--- src/rtl/pc_fetch_ctrl.sv ---
// Instruction-fetch sequencer: owns the PC, issues one imem request at a time.
// Optional misaligned-redirect trap enabled with MISALIGN_TRAP_EN.
module pc_fetch_ctrl #(
  parameter logic [31:0] RESET_PC  = 32'h0000_1000,
  parameter logic [31:0] NOP_INSTR = 32'h0000_0013
) (
  input  logic        clk,
  input  logic        reset,
  output logic        imem_req,
  output logic [31:0] imem_addr,
  input  logic        imem_gnt,
  input  logic        imem_rvalid,
  input  logic [31:0] imem_rdata,
  input  logic        redirect,
  input  logic [31:0] redirect_pc,
  output logic        if_valid,
  input  logic        if_ready,
  output logic [31:0] if_pc,
  output logic [31:0] if_instr,
  output logic        fetch_misalign
);

  typedef enum logic [2:0] {
    IDLE,
    REQ,
    WAIT,
    HOLD,
    HALT
  } state_e;

  state_e      state_q;
  logic [31:0] pc_q;
  logic        kill_q;
  logic        if_valid_q;
  logic [31:0] if_pc_q;
  logic [31:0] if_instr_q;
  logic [31:0] pc_inc_d;
  logic [31:0] tgt_d;
  logic        trap_d;

  assign pc_inc_d = pc_q + 32'd4;

`ifdef MISALIGN_TRAP_EN
  logic mis_q;

  assign tgt_d  = redirect_pc;
  assign trap_d = redirect && (redirect_pc[1:0] != 2'b00)
                  && (state_q != HALT);
  assign fetch_misalign = mis_q;

  always_ff @(posedge clk or posedge reset) begin
    if (reset) begin
      mis_q <= 1'b0;
    end else if (trap_d) begin
      mis_q <= 1'b1;
    end
  end
`else
  logic unused_lo;

  // Targets are forced word-aligned when the trap is not built in
  assign tgt_d          = {redirect_pc[31:2], 2'b00};
  assign trap_d         = 1'b0;
  assign unused_lo      = ^redirect_pc[1:0];
  assign fetch_misalign = 1'b0;
`endif

  always_ff @(posedge clk or posedge reset) begin
    if (reset) begin
      state_q    <= IDLE;
      pc_q       <= RESET_PC;
      kill_q     <= 1'b0;
      if_valid_q <= 1'b0;
      if_pc_q    <= 32'h0;
      if_instr_q <= NOP_INSTR;
    end else if (trap_d) begin
      state_q    <= HALT;
      pc_q       <= tgt_d;
      kill_q     <= 1'b0;
      if_valid_q <= 1'b0;
    end else begin
      unique case (state_q)
        IDLE: begin
          state_q <= REQ;
          if (redirect) pc_q <= tgt_d;
        end
        REQ: begin
          if (redirect) pc_q <= tgt_d;
          if (imem_gnt) begin
            state_q <= WAIT;
            kill_q  <= redirect;
          end
        end
        WAIT: begin
          if (redirect) begin
            pc_q <= tgt_d;
            if (imem_rvalid) begin
              kill_q  <= 1'b0;
              state_q <= REQ;
            end else begin
              kill_q <= 1'b1;
            end
          end else if (imem_rvalid) begin
            if (kill_q) begin
              kill_q  <= 1'b0;
              state_q <= REQ;
            end else begin
              if_instr_q <= imem_rdata;
              if_pc_q    <= pc_q;
              if_valid_q <= 1'b1;
              pc_q       <= pc_inc_d;
              state_q    <= HOLD;
            end
          end
        end
        HOLD: begin
          // A redirect flushes the held instruction even if decode is ready
          if (redirect) begin
            pc_q       <= tgt_d;
            if_valid_q <= 1'b0;
            state_q    <= REQ;
          end else if (if_ready) begin
            if_valid_q <= 1'b0;
            state_q    <= REQ;
          end
        end
        HALT: begin
          state_q <= HALT;
        end
        default: begin
          state_q <= IDLE;
        end
      endcase
    end
  end

  assign imem_req  = (state_q == REQ);
  assign imem_addr = pc_q;
  assign if_valid  = if_valid_q;
  assign if_pc     = if_pc_q;
  assign if_instr  = if_instr_q;

endmodule

--- config.mk ---
export PLATFORM = sky130hd
export DESIGN_NAME = pc_fetch_ctrl
export DESIGN_NICKNAME = d
export VERILOG_FILES = /design/src/rtl/pc_fetch_ctrl.sv
export SDC_FILE = /design/constraint.sdc
export NUM_CORES = 1
export LEC_CHECK = 0
export CAP_MARGIN = 20
export CORE_MARGIN = 2
export CORE_UTILIZATION = 45
export DETAILED_ROUTE_END_ITERATION = 10
export PLACE_DENSITY = 0.79
export SLEW_MARGIN = 15
export SYNTH_ARGS = -nofsm -noshare
export SYNTH_HDL_FRONTEND = slang
export SYNTH_SLANG_ARGS = --single-unit
--- constraint.sdc ---
create_clock -name clk -period 4.3 [get_ports clk]
set_clock_uncertainty 0.1 [all_clocks]
set_input_delay 1.29 -clock clk [delete_from_list [all_inputs] [get_ports clk]]
set_output_delay 1.29 -clock clk [all_outputs]
set_load 0.01 [all_outputs]
---- Yosys cells after proc, flatten, opt, wreduce, memory -nomap -nowiden ----
Index checks and enable logic that the tools add are counted.
cells by class
  add/subtract/negate cells ............... 1
  multiplexer cells ....................... 24
  reductions and logical operators ........ 10
  bitwise logic cells ..................... 2
  equal/unequal tests ..................... 12
operator list
  kind                                                                    count
  32-bit two-way mux                                                      4
  32-bit case mux with 2 select lines                                     1
  32-bit by 3-bit adder with 32-bit output (second input constant)        1
  3-bit two-way mux                                                       6
  3-bit case mux with 5 select lines                                      1
  1-bit two-way mux                                                       9
  3-bit != test (second input constant)                                   3
  4-bit AND reduction                                                     2
  3-bit by 2-bit equality test with 1-bit output (second input constant)  2
  2-bit != test (second input constant)                                   3
  3-bit AND reduction                                                     2
  2-bit nonzero test                                                      3
  5-bit AND reduction                                                     1
  2-bit by 1-bit != test with 1-bit output (second input constant)        2
  1-bit case mux with 2 select lines                                      2
  3-bit by 1-bit equality test with 1-bit output (second input constant)  1
  3-bit equality test (second input constant)                             1
  3-bit zero test                                                         1
  3-bit OR reduction                                                      1
  2-bit two-way mux                                                       1
  1-bit inverter                                                          2
word-level totals
  input port bits ......................... 70
  register bits after elaboration ......... 101
  word-level logic and storage cells ...... 55

---- Longest topological paths before layout ----
  depth in word-level cells ............... 5
  gate-level depth with buffers ........... 7
  mapped depth without buffers ............ 6

---- Worst setup path after synthesis ----
OpenSTA, ideal clock, no wires.
  path kind ............................... input port to flip-flop
  start ................................... input port redirect
  end ..................................... register pc_q[31], in the netlist imem_addr[31]
  stages on the path ...................... 6
  required time ........................... 4080 ps
  path slack .............................. 1739 ps
  arrival ................................. 2340 ps
  cell sequence ........................... clkbuf_8 clkinv_1 nor2_1 mux2i_1 a41oi_2 a41o_1
between the ends
  longest elaborated chain between the ends .. 2
  elaborated cells on any way between the ends .. 6
ends and longest elaborated chain
  item                                                                                  RTL line  RTL
  from (decl)                                                                           14        input logic redirect,
  3-bit != test (no line) (tied with other cells)                                       -
  4-bit AND reduction (no line) or 32-bit case mux with 2 select lines (tied branches)  -
  to (signal assigned)                                                                  78        pc_q <= tgt_d;
  to (signal assigned)                                                                  85        if (redirect) pc_q <= tgt_d;
  to (signal assigned)                                                                  88        if (redirect) pc_q <= tgt_d;
  to (decl)                                                                             32        logic [31:0] pc_q;
Several ways; a longest one is shown, not always the timed one.
A chain may end at the register's enable or synchronous reset.

---- Worst setup path in the final report ----
  start ................................... register state_q[2]
  end ..................................... output port imem_req
between the ends
  longest elaborated chain between the ends .. 1
ends and longest elaborated chain
  item                                            RTL line  RTL
  from (decl)                                     31        state_e state_q;
  from (signal assigned)                          70        state_q <= IDLE;
  from (signal assigned)                          77        state_q <= HALT;
  from (signal assigned)                          84        state_q <= REQ;
  3-bit by 1-bit equality test with 1-bit output  137       assign imem_req = (state_q == REQ);
  to (decl)                                       9         output logic imem_req,
Every way passes these cells.

==> out/metrics.csv <==
stage,metric,value,unit
synthesis,synth_top_area_share,50.1,%
clock_network,cts.htree.levels,3,
worst_setup_path,reg2reg_to,imem_addr[13]$_DFFE_PP0P_,
synthesis,async_flop_share,100,%
synthesis,synth_enable_flop_cells,0,
worst_setup_path,reg2reg_from,state_q[2]$_DFFE_PP0P_,
cells_and_area,fin_util,64.1,%
clock_network,cts_tree,done,
cells_and_area,layout-drive-gt1-share,6.73,%
run_status,outcome,"finished, final reports clean",
sta,slew_violations,0,
route,remaining_drc_errors,0,
route,antenna_left,0,
power,ir_worst_vdd,0.248,mV
clock_network,hold_buffers,0,
power,p_per_area,537,nW/um2
place,dpl.hpwl,9.26,mm
floorplanning,die_h,106,um
global_route,grt_pass1_vias,4239,
synthesis,ys_ff_latch,97,
sta,setup_viol_count_final,0,
clock_network,path_clk_slew,90,ps
synthesis,yosysTopAreaCell,dfrtp_1,
sta,max_freq,270,MHz
sta,fin_crit,3700,ps
route,drtIter0Drc,273,
worst_setup_path,crit_start,state_q[2]$_DFFE_PP0P_,
floorplanning,fp.coreArea,10200,um2
power,power_leakage,0.00292,uW
synthesis,syn_inst,528,
synthesis,synth_area_leaders,"dfrtp_1, nand2_1, a21oi_1",
worst_setup_path,worstPathArrival,2310,ps
clock_network,cts_inserted_buffers,9,
route,drt-pass1-iter-count,5,
cells_and_area,nNetsFinal,749,
synthesis,yosysSeqAreaShare,52.4,%
global_route,grt_usage,23.5,%
synthesis,syn_area_per_cell,8.80,um2
synthesis,ys_types,60,
floorplanning,num_rows,37,
synthesis,syn-cell-area,4650,um2
synthesis,synth_ff_type,dfrtp_1,
sta,hold_viol,0,
worst_setup_path,critPathCaptureType,output pin,
sta,max_slew_margin,44.9,%
synthesis,ys.warnings.count,0,
route,wire_per_inst,16.0,um
worst_setup_path,required,2910,ps
cells_and_area,area_delta_synth_final,40.5,%
worst_setup_path,path_cells,clkinv_1 -> nand2_1 -> nor2_1 -> clkdlybuf4s50_1,
floorplanning,start_util,45.6,%
sta,fin_setup_tns,0,ps
clock_network,root_buffer,clkbuf_8,
place,globalplace.congestion,0.871,
worst_setup_path,reg2regPathDepth,6,
global_route,antenna_found_initial,0,
worst_setup_path,cp_max_fo,16,
cells_and_area,multi_input_area,2050,um2
sta,post-route-period-util,86.1,%
global_route,grt_max_degree,61,
cells_and_area,seqCellArea,2430,um2
worst_setup_path,cp-start-kind,flip-flop,
sta,rsz0062_at_grt,no,
floorplanning,die-width,106,um
floorplanning,io_pins,169,
global_route,grt_pass1_wl,21.0,mm
worst_setup_path,critical_path.slowest_cell,dfrtp_1,
worst_setup_path,cpPeakStageDelay,740,ps
global_route,overflow,0,
worst_setup_path,endpoint,imem_req,
route,vias_per_cell,5.36,
hold_path,hp-class,flip-flop to flip-flop,
worst_setup_path,worstSetupPathType,flip-flop to output pin,
clock_network,cts_max_path_buffers,2,
clock_network,cts.sinks,97,
worst_setup_path,reg2reg_slack,1760,ps
clock_network,cts_resized,0,
cells_and_area,antenna_cells,0,
place,port_buffers,161,
sta,worstMarginPinSlew,825,ps
floorplanning,die_area,11200,um2
cells_and_area,n_fill_cell,861,
run,maxCapViolations,0,
route,wl,13.1,mm
clock_network,postCtsSetupBuffers,0,
route,num_vias,4389,
clock_network,insertion_delay,360,ps
[per-layer routing]
metal | up-vias | GRT usage [%] | part of all wire (%)
met5 | - | 0 | 0
met4 | 0 | 7.71 | 2.1
met3 | 24 | 4.64 | 6.7
met2 | 191 | 38.6 | 48
met1 | 2081 | 31.4 | 43
li1 | 2093 | - | -
[placed cells by master, fill, tap and decap left out, types with 2 or more instances in the layout]
master	synthesis	final
nand2_1	209	209
clkdlybuf4s50_1	0	161
dfrtp_1	93	93
a21oi_1	33	33
nor2_1	20	20
o21ai_0	15	14
nand3_1	12	11
o22ai_1	11	11
clkbuf_8	1	9
and3_1	7	7
a2bb2oi_1	7	7
buf_4	5	7
nand4_1	6	6
nor3_1	6	6
and3_2	5	5
o32ai_1	5	5
conb_1	1	5
a21o_1	4	4
clkbuf_1	12	4
dfstp_2	4	4
nor2b_1	3	3
a311oi_1	3	3
a41oi_1	3	3
mux2i_1	3	3
clkinv_1	2	2
and4_1	2	2
and2_2	2	2
nand3_2	1	2
o31ai_1	2	2
nor4_4	2	2
and2_1	2	2
o22a_1	2	2
clkinv_2	0	2
buf_12	0	2
[cells by family after synthesis]
| logic type | share of synthesized area, % |
|---|---|
| flops | 52.4 |
| compound gates | 15.1 |
| simple gates | 27.2 |
| buf+inv | 4.34 |
| other cells | 0.0807 |
| fa+ha+maj | 0.269 |
| mux | 0.646 |
[area by class of cell]
cell class	count	share of cell area, %
multi-input cells	396	31.3
repair buffers	170	26.1
clock inverters	3	0.288
well taps	136	2.61
inverters	4	0.268
flip-flops and latches	97	37.3
clock buffers	13	2.13
[synthesized netlist by cell type, types with 2 or more instances]
master     number
a2bb2oi_1       7
o31ai_1         2
buf_2          15
and2_2          2
nor3_1          6
nand2_1       209
dfstp_2         4
clkbuf_1       12
dfrtp_1        93
a21o_1          4
o32ai_1         5
o22a_1          2
nor2b_1         3
o22ai_1        11
buf_4           5
and3_2          5
nand3_1        12
inv_1           2
a21oi_2         2
and4_1          2
nor4_4          2
clkinv_1        2
a41oi_1         3
a311oi_1        3
and2_1          2
nand4_1         6
mux2i_1         3
nor2_1         20
and3_1          7
o21ai_0        15
a21oi_1        33
[critical path: cells and delay by family (launching register included)]
kind	cells	cell delay [ps]
AND/OR/NAND/NOR	2	280
buffers and inverters	2	930
flip-flops	1	740
[registers in the layout, indices dropped and copies added, names as in the netlist]
register	flops
state_q	3
if_valid	1
if_instr	32
imem_addr	30
if_pc	30
kill_q	1
[worst min path at each step]
stage               cells after the start  slack [ps]                      end                     from
finish                                  2         360  if_instr[4]$_DFFE_PP1P_  if_instr[4]$_DFFE_PP1P_
global route                            2         390  if_instr[4]$_DFFE_PP1P_  if_instr[4]$_DFFE_PP1P_
CTS                                     2         360  if_instr[4]$_DFFE_PP1P_  if_instr[4]$_DFFE_PP1P_
detailed placement                      2         350  if_instr[4]$_DFFE_PP1P_  if_instr[4]$_DFFE_PP1P_
global placement                        2         350  if_instr[4]$_DFFE_PP1P_  if_instr[4]$_DFFE_PP1P_
floorplan                               2         360  if_instr[0]$_DFFE_PP1P_  if_instr[0]$_DFFE_PP1P_
[metrics by stage]
stage | instance area (um2) | power (uW) | setup slack (ps) | instances | hold WS (ps)
after floorplan | 4660 | 2140 | 383 | 532 | 365
after global placement | 6370 | 2960 | 678 | 803 | 349
after detailed placement | 6370 | 3020 | 567 | 803 | 351
after CTS | 6530 | 3540 | 600 | 819 | 364
after global routing | 6530 | 3740 | 474 | 819 | 389
final | 6530 | 3510 | 596 | 819 | 362
[where the power goes]
part | switching, uW | internal, uW | total [uW]
logic | 650 | 821 | 1470
clock network | 301 | 211 | 512
registers | 275 | 1250 | 1520
total | 1230 | 2280 | 3510
Power figures use the tool's default switching activity.
==> patch: new RTL, config.mk and constraints unchanged <==
Re-encode `state_e` (5 states) as one-hot, 5 bits wide.
--- a/src/rtl/pc_fetch_ctrl.sv
+++ b/src/rtl/pc_fetch_ctrl.sv
@@ -21,10 +21,10 @@
 );
 
-  typedef enum logic [2:0] {
-    IDLE,
-    REQ,
-    WAIT,
-    HOLD,
-    HALT
+  typedef enum logic [4:0] {
+    IDLE = 5'b00001,
+    REQ  = 5'b00010,
+    WAIT = 5'b00100,
+    HOLD = 5'b01000,
+    HALT = 5'b10000
   } state_e;
 
Behaviour: no difference found for any inputs over 4 cycles, from zero or initial values and one cycle with reset high; so few cycles prove little.
==> patch against the original RTL <==
- non-clock buffer count down 1
- sequential cell count up 2
- cell area up 5.5%
- utilization down 0.84 points
- total power up 34%
- cell count down 9.4%
- area after synthesis up 8.6%
- routed wire length up 4.7%
- setup slack worse by 0.27 ns
==> patch: results (changes against the original RTL) <==
Synthesis:
- Sorting the synthesized cells by how often they occur yields dfrtp_1 (94), mux2_1 (54), o21ai_0 (27), nand3_1 (25), a211oi_1 (24).
- The number of distinct library cell variants in the gate-level netlist after synthesis is 55 (-8.3%).
- In the post-synthesis netlist, the biggest area contributors are dfrtp_1 (47%), mux2_1 (12%), a211oi_1 (3.6%).
- The portion of the post-synthesis area used by sequential elements came to 49.24% (-3.1 points).
- The average cell area after synthesis was 11.21 sq um (+27%).

Worst setup path:
- The critical path starts at state_q[3].
- In this run the critical register-to-register path is launched from state_q[0].
- The endpoint arrival time on the critical path was 2.59 ns (+0.28 ns).
- The maximum fanout count along the critical path is 11 (-5).

Global route:
- The met2 capacity usage during global routing came to 37.47% (-1.1 points).
- The global-route track usage on met1 is 29.63% (-1.7 points).
- The maximum number of pins on one net before global-route repair is 66 (+8.2%).
- The routing usage on met3 is 4.090% (-0.55 points).
- The first-pass GRT wire length came to 21.44 mm (+2.0%).
- The number of global-route vias before repair was 4259 (+0.47%).
- The global router's overall resource usage is 22.86% (-0.62 points).

Detailed routing:
- The met3 layer wire length in the routed design is 1.064 mm (+22%).
- The average wire length per cell after detail routing came to 18.47 um (+16%).
- The sum of routed wire segments on met1 is 5.794 mm (+2.9%).
- The number of design-rule violations left by the first detailed-router iteration is 246 (-9.9%).
- The routed via count divided by cell count is 5.798 (+8.2%).
- The amount of wire on met2 after detailed routing is 6.535 mm (+3.6%).
- The first-pass iteration count of the detailed router came to 5 (unchanged).

Placement:
- The total instance count after detailed placement is 726 (-9.6%).
- The global placement routability congestion came to 0.8825 (+1.3%).
- The HPWL reported at the end of detailed placement came to 9.921 mm (+7.2%).
- The worst setup slack before clock tree synthesis came to 0.7038 ns (+0.1369 ns).
- The instance area at placement is 0.006686 sq mm (+5.0%).

Min path:
- The number of cells on the worst hold path was 2 (unchanged).
- The startpoint of the tightest hold check path is if_pc[6].

Finish:
- The number of standard cells in the final layout excluding fillers is 742 (-9.4%).
- The share of cells above drive strength 1 is 7.807% (+1.1 points).
- The number of nets in the layout is 668 (-11%).

Power:
- The peak supply drop came to 0.0003706 V (+49%).
- The fraction of power spent switching nets was 40.64% (+5.7 points).
- The leakage component of the power is 2.873 nW (-1.8%).

Clock tree:
- The tree is rooted in a clkbuf_8.
- The CTS buffer count is 9 (unchanged).
- The number of hold buffers added after cts came to 0 (unchanged).

Status:
- The flow ran to the end, and the final reports show no timing, DRC or antenna violations.

Timing:
- The transition time of the tightest slew-check pin is 0.8429 ns (+0.01785 ns).
## patch: changes by cell type after synthesis, sizes merged, moves of 7 or more
cell,change
nand2,-185
mux2,+56
a21oi,-29
a211oi,+22
nand3,+13
a2bb2oi,+12
o21ai,+12
inv,+11
nand4,+11
and3,-8
buf,+8
mux2i,+7
## patch: worst max-delay path, cell delays in order (launching register included)
cell	delay (ns)
dfrtp_1	0.53
nor2_2	0.24
nor4bb_1	0.77
clkdlybuf4s50_1	0.68
## patch: final timing paths
| kind | endpoint | slack [ns] |
|---|---|---|
| max | imem_req | 0.32 |
| min | if_pc[6] | 0.39 |
| max reg2reg | imem_addr[22] | 1.56 |
| min reg2reg | if_pc[6] | 0.39 |
| max in group asynchronous | if_instr[0] | 2.03 |
| min in group asynchronous | if_pc[16] | 1.36 |
## patch: power groups by stage
stage               Clock, mW  Sequential (mW)  Combinational (mW)
floorplan                   0             1.73                1.31
global placement            0             1.68                2.34
CTS                     0.629             1.68                2.41
detailed placement          0             1.70                2.40
finish                  0.613             1.68                2.40
global route            0.673             1.74                2.59
## patch: cell families (layout without fill, tap and decap cells)
| family | after synthesis | count (layout) | synth area share (%) |
|---|---|---|---|
| AO/OA/AOI/OAI | 109 | 109 | 15.23 |
| XOR/XNOR | 2 | 2 | 0.3474 |
| adder cells (fa/ha/maj) | 1 | 1 | 0.2480 |
| buffers and inverters | 51 | 199 | 6.078 |
| flip-flops | 99 | 99 | 49.24 |
| multiplexers | 66 | 66 | 14.49 |
| other | 1 | 5 | 0.07435 |
| AND/OR/NAND/NOR | 121 | 121 | 14.29 |
## patch: area by class of cell
cell class	count	area (sq um)
sequential	99	2484
timing repair buffer	169	1697
clock buffer	10	127.6
multi-input combinational	304	2276
tap	140	175.2
clock inverter	6	72.57
fill	895	4001
inverter	14	55.05
